## config.mk

```make
export PLATFORM = sky130hd
export DESIGN_NAME = operand_collector
export DESIGN_NICKNAME = d
export VERILOG_FILES = /design/src/rtl/operand_collector.sv
export SDC_FILE = /design/constraint.sdc
export NUM_CORES = 1
export LEC_CHECK = 0
export ABC_CLOCK_PERIOD_IN_PS = 7120
export CAP_MARGIN = 0
export CORE_MARGIN = 1.5
export CORE_UTILIZATION = 56
export CTS_BUF_LIST = sky130_fd_sc_hd__clkbuf_4 sky130_fd_sc_hd__clkbuf_8
export DETAILED_ROUTE_END_ITERATION = 7
export PLACE_DENSITY = 0.94
export SLEW_MARGIN = 5
export SYNTH_ARGS = -nofsm -noshare
export SYNTH_HDL_FRONTEND = slang
export SYNTH_SLANG_ARGS = --single-unit
```

## constraint.sdc

```tcl
create_clock -name clk_i -period 7.12 [get_ports clk_i]
set_clock_uncertainty 0.2 [all_clocks]
set_input_delay 0.712 -clock clk_i [delete_from_list [all_inputs] [get_ports clk_i]]
set_output_delay 0.712 -clock clk_i [all_outputs]
set_load 0.01 [all_outputs]
```

## src/rtl/operand_collector.sv

```systemverilog
// operand_collector: assembles a UART byte stream into two little-endian operands for the adder,
// with valid/ready hand-off, inter-byte timeout resync and overrun detection.
module operand_collector #(
    parameter int BYTES_PER_OPERAND = 8,
    parameter int TIMEOUT_CYCLES    = 1000000
) (
    input  logic                           clk_i,
    input  logic                           rst_ni,
    input  logic [7:0]                     rx_data_i,
    input  logic                           rx_valid_i,
    output logic [8*BYTES_PER_OPERAND-1:0] a_o,
    output logic [8*BYTES_PER_OPERAND-1:0] b_o,
    output logic                           cin_o,
    output logic                           op_valid_o,
    input  logic                           op_ready_i,
    output logic                           busy_o,
    output logic                           overrun_o,
    output logic                           timeout_o
);
    localparam int KW = BYTES_PER_OPERAND > 1 ? $clog2(BYTES_PER_OPERAND) : 1;
    localparam int TW = TIMEOUT_CYCLES > 1 ? $clog2(TIMEOUT_CYCLES) : 1;
    localparam logic [KW-1:0] K_LAST = KW'(BYTES_PER_OPERAND - 1);
    localparam logic [TW-1:0] T_LAST = TW'(TIMEOUT_CYCLES > 0 ? TIMEOUT_CYCLES - 1 : 0);
    localparam bit TO_EN = TIMEOUT_CYCLES > 0;

    typedef enum logic [1:0] {COLLECT_A, COLLECT_B, HOLD} state_t;

    state_t        state;
    logic [KW-1:0] k;
    logic [TW-1:0] idle;
    logic [KW+2:0] ofs;
    logic          partial;
    logic          abort;

    assign ofs     = {k, 3'b000};
    assign partial = (state == COLLECT_A && k != '0) || state == COLLECT_B;
    assign abort   = TO_EN && partial && !rx_valid_i && idle == T_LAST;
    assign busy_o  = state != COLLECT_A || k != '0;
    assign cin_o   = 1'b0;

    always_ff @(posedge clk_i or negedge rst_ni) begin
        if (!rst_ni) begin
            state      <= COLLECT_A;
            k          <= '0;
            idle       <= '0;
            a_o        <= '0;
            b_o        <= '0;
            op_valid_o <= 1'b0;
            overrun_o  <= 1'b0;
            timeout_o  <= 1'b0;
        end else begin
            overrun_o <= state == HOLD && rx_valid_i && !op_ready_i;
            timeout_o <= abort;
            idle      <= (partial && !rx_valid_i && !abort) ? idle + 1'b1 : '0;
            case (state)
                COLLECT_A, COLLECT_B: begin
                    if (rx_valid_i) begin
                        if (state == COLLECT_A) a_o[ofs +: 8] <= rx_data_i;
                        else b_o[ofs +: 8] <= rx_data_i;
                        k <= k == K_LAST ? '0 : k + 1'b1;
                        if (k == K_LAST) begin
                            state      <= state == COLLECT_A ? COLLECT_B : HOLD;
                            op_valid_o <= state == COLLECT_B;
                        end
                    end else if (abort) begin
                        state <= COLLECT_A;
                        k     <= '0;
                    end
                end
                HOLD: begin
                    // a byte on the handshake edge becomes byte 0 of the next A
                    if (op_ready_i) begin
                        op_valid_o <= 1'b0;
                        state      <= (rx_valid_i && K_LAST == '0) ? COLLECT_B : COLLECT_A;
                        k          <= (rx_valid_i && K_LAST != '0) ? KW'(1) : '0;
                        if (rx_valid_i) a_o[7:0] <= rx_data_i;
                    end
                end
                default: state <= COLLECT_A;
            endcase
        end
    end
endmodule

```

---- Word level (Yosys, flattened, before mapping) ----
Cells that the tools add are included.
storage, ports and cells
  flip-flop bits (word level) ............. 156
  word-level logic and storage cells ...... 72
  bits of input ports ..................... 12
  output and inout port bits .............. 133
operators by class
  shift operators ......................... 2
  bitwise operators ....................... 1
  muxes and demuxes ....................... 24
  reductions and logical operators ........ 22
  equality and inequality tests ........... 11
  $add $sub $neg .......................... 3
operators with widths
  cell                                                   number
  bitwise mux 64 bit                                     2
  variable shift 8 x 8 -> 64 bit (first input constant)  1
  variable part select 8 x 8 -> 64 bit                   1
  2-to-1 mux 8 bit                                       4
  adder 20 x 1 -> 20 bit (second input constant)         1
  == test 20 bit (second input constant)                 1
  2-to-1 mux 20 bit                                      1
  one-hot mux 8 bit (2 select lines)                     1
  2-to-1 mux 3 bit                                       4
  AND reduction 3 bit                                    4
  2-to-1 mux 2 bit                                       5
  inequality test 2 bit (second input constant)          5
  negation 6 -> 8 bit                                    1
  logical AND 1 bit                                      6
  inequality test 3 bit (second input constant)          2
  one-hot mux 3 bit (2 select lines)                     1
  AND reduction 5 bit                                    1
  2-to-1 mux 1 bit                                       4
  one-hot mux 2 bit (2 select lines)                     1
  AND reduction 4 bit                                    1
  nonzero test 2 bit                                     2
  adder 3 x 1 -> 3 bit (second input constant)           1
  == test 3 bit (second input constant)                  1
  logical NOT 1 bit                                      3
  other kinds (8)                                        9

---- Logic depth before layout (Yosys ltp) ----
  word-level depth ........................ 8
  mapped depth ............................ 8
  mapped depth without buffers ............ 7

---- Worst setup path after synthesis ----
No wires, ideal clock.
  path type ............................... register to register
  start ................................... reg k[0]
  end ..................................... reg b_o[40]
  cell stages (with the launch flop) ...... 8
  arrival time ............................ 2.068 ns
  setup slack ............................. 4.727 ns
  period minus slack after synthesis ...... 2.393 ns
  data required time ...................... 6.795 ns
  path through ............................ dfrtp_1 inv_1 ha_1 ha_1 nor4b_1 and2_1 buf_2 mux2_2
between the ends
  word-level cells in the longest chain between the ends .. 3
  elaborated cells between the ends (all ways) .. 4
ends and longest elaborated chain
  element                                                                                 RTL line  text
  start: declaration                                                                      29        logic [KW-1:0] k;
  start signal: assignment                                                                60        k <= k == K_LAST ? '0 : k + 1'b1;
  start signal: assignment                                                                75        k <= (rx_valid_i && K_LAST != '0) ? KW'(1) : '0;
  negation 6 -> 8 bit *                                                                   59        else b_o[ofs +: 8] <= rx_data_i;
  variable part select 8 x 8 -> 64 bit or variable shift 8 x 8 -> 64 bit (tied branches)  59
  bitwise mux 64 bit *                                                                    59
  end signal: indexed assignment                                                          59
  end: declaration                                                                        12        output logic [8*BYTES_PER_OPERAND-1:0] b_o,
Mark *: on every way between the ends. The rest lies on a longest branch, timed or not.
A chain may end at the register's enable or synchronous reset.

---- Worst setup path in the final report ----
  start ................................... reg k[0]
  end ..................................... out busy_o
between the ends
  word-level cells in the longest chain between the ends .. 2
ends and longest elaborated chain
  element             RTL line  text
  nonzero test 3 bit  38        assign busy_o = state != COLLECT_A || k != '0;
  logical OR 1 bit    38
  end: declaration    16        output logic busy_o,
No other way between the ends.

==> flow_summary.yaml <==
run_status:
  status: "finished clean"
yosys:
  synth.top_cells.by_count: "dfrtp_1, mux2_2, nor2_1, and3_1, nand2_1"
  async_flop_share: 1.000
  synthesis.instances: 478
  ys_seq_elements: 156
  avgSynthCellArea_um2: 13.71
  ys_types: 46
  ys_warn_count: 0
  synth_area_leaders: "dfrtp_1, mux2_2, and3_1"
  synth.most_common_cell: "dfrtp_1"
  synth_top_area_frac: 0.5958
  synth_area_leader_cell: "dfrtp_1"
  synthesis.area_um2: 6553
  synthesis.nets: 498
  yosysSeqAreaShare: 0.5958
  synth_edf_count: 0
  synth_ff_type: "dfrtp_1"
route:
  routed_via_density: 5.690
  vias: 4455
  antenna_left: 0
  detail_route.wl_per_cell_um: 19.97
  routed_wirelength_um: 15640
  post-route-drc-count: 0
  first_iter_violations: 303
  dr.pass1.iters: 6
placed_design:
  hpwl_um: 11180
  gp_congestion: 0.8444
  dpl-instance-area_um2: 8110
  numPortBuffers: 143
grt:
  grtUsageTotal: 0.2670
  overflow: 0
  antenna_found_initial: 0
  grt_pass1_wl_um: 25390
  grt_start_max_net_pins: 85
  grt_pass1_vias: 4649
final_layout:
  synthToLayoutAreaGrowth_pct: 29.58
  drive_above_1_share: 0.2750
  n_antenna_cell: 0
  fin_nets: 647
  final_area_um2: 8491
clock_network:
  hold_buffers: 0
  path_clk_slew_ns: 0.08
  clock-sinks: 156
  post_cts_buffers: 0
  htree_levels: 4
  clkLatencyLatePin_ns: 0.45
  cts_root_buf: "clkbuf_8"
  ctsResizeCount: 0
  cts_made_buffers: 17
  clk_path_buf_depth: 2
  cts_tree: "built"
pwr:
  p_leak_uw: 0.003926
  pwr_density_cell_nw_per_um2: 369.3
  ir_worst_vdd_mv: 0.1978
setup_path:
  end_kind: "primary output"
  path_common_cell: "ha_1"
  rr_startpoint: "k[0]"
  r2r_setup_slack_ns: 3.95
  crit_path_top_delay_cell: "dfrtp_1"
  path_class: "reg -> out"
  path_max_fanout: 17
  worst_ep_required_time_ns: 6.21
  path_cells: "inv_1 > ha_1 > ha_1 > nand3_1 > clkdlybuf4s50_1"
  reg2regPathDepth: 6
  r2r-end: "b_o[42]"
  arrival_ns: 2.35
  critPathLaunchType: "flop"
  critPathMaxStageDelay_ns: 0.64
timing:
  max_clock_freq_ghz: 0.3061
  rsz0062_at_grt: "false"
  timing.final.crit_period_ns: 3.267
  setup_viol: 0
  final_hold_viol_count: 0
  post-route-period-util: 0.4588
  slew_violations: 0
  worst_slew_pin_slew_ns: 1.015
  slew_headroom: 0.3233
  setup_tns_ns: 0
die:
  start_util: 0.5739
  rows: 39
  die_w_um: 111.2
  core_um2: 11420
  fp.dieArea_um2: 12360
  pin_count: 145
  die_y_um: 111.2
min_path:
  hold_path_class: "in -> async"
flow_run:
  drv_cap: 0
logic make-up (layout without fill, tap and decap cells):
| logic type | count (synthesis) | count (layout) | share of synthesized area |
|---|---|---|---|
| xor gates and xnor gates | 14 | 14 | 0.01871 |
| and+or+nand+nor | 124 | 124 | 0.1106 |
| adders and majority gates | 8 | 8 | 0.01528 |
| AOI/OAI and AO/OA | 22 | 22 | 0.02292 |
| buffers and inverters | 25 | 187 | 0.01623 |
| other | 1 | 1 | 0.0005723 |
| muxes | 128 | 128 | 0.2200 |
| DFF | 156 | 156 | 0.5958 |
cell type report:
cell class	instances	area, µm²
inverter	10	37.54
timing repair buffer	145	1448
sequential	156	3904
fill	744	2928
multi-input combinational	297	2542
tap	143	178.9
clock inverter	12	123.9
clock buffer	20	256.5
how the worst max path moves through the flow:
| stage | from | endpoint | slack, ns | cells past startpoint |
|---|---|---|---|---|
| after floorplan | k[0] | b_o[40] | 4.73 | 7 |
| after global placement | rx_valid_i | b_o[61] | 3.67 | 5 |
| after detailed placement | rx_valid_i | b_o[42] | 3.52 | 5 |
| after CTS | k[0] | busy_o | 3.83 | 5 |
| after global routing | rx_valid_i | b_o[58] | 3.65 | 5 |
| final | k[0] | busy_o | 3.85 | 5 |
worst max-delay path, delay by kind of cell (launching register included):
family	cells	cell delay, ns
flops	1	0.64
fa+ha+maj	2	0.46
buf+inv	2	0.72
simple gates	1	0.07
state kept, by name, summed over array words and instances (netlist names):
signal	flops
a_o	64
b_o	64
idle	20
k	3
op_valid_o	1
overrun_o	1
state	2
timeout_o	1
cell usage in the layout (no fill, tap or decap), types with 3 or more instances in the layout:
cell type / count
a21oi_1: 6
and2_1: 11
and3_1: 19
clkbuf_4: 3
clkbuf_8: 17
clkdlybuf4s50_1: 142
clkinv_2: 5
clkinvlp_4: 4
dfrtp_1: 156
ha_1: 8
inv_1: 10
mux2_1: 3
mux2_2: 125
nand2_1: 13
nand2_2: 6
nand3_1: 11
nand4_1: 5
nor2_1: 26
nor3_1: 4
nor4_1: 4
nor4b_1: 4
o21ai_0: 5
o31ai_1: 3
or3_1: 5
xnor2_1: 12
through the flow:
stage                 util  total power [µW]  hold slack, ns  instances  setup WS, ns
floorplan                -              1841          0.2164        478         4.727
detailed placement  0.7103              2515          0.2591        751         3.517
global placement    0.7103              2452          0.2448        751         3.667
global route        0.7436              3284         0.08994        783         3.649
CTS                 0.7436              3151         0.05634        783         3.825
finish              0.7436              3136         0.04034        783         3.854
per-layer routing:
metal  track usage  vias up  part of all wire  wire length [µm]
met1        0.3312     2277              0.40              6307
met4        0.1013        0             0.020               320
met2        0.4532      155              0.52              8176
met3       0.06670       25             0.053               830
li1              -     1998                 -                 -
met5             0        -                 0                 0
power breakdown:
group | switching (µW) | leakage [µW] | internal [µW] | total [µW]
clock | 316 | 0.000189 | 319 | 636
combinational | 508 | 0.00163 | 675 | 1180
sequential | 177 | 0.00211 | 1140 | 1320
No activity file was read; power rests on OpenSTA's default activity.
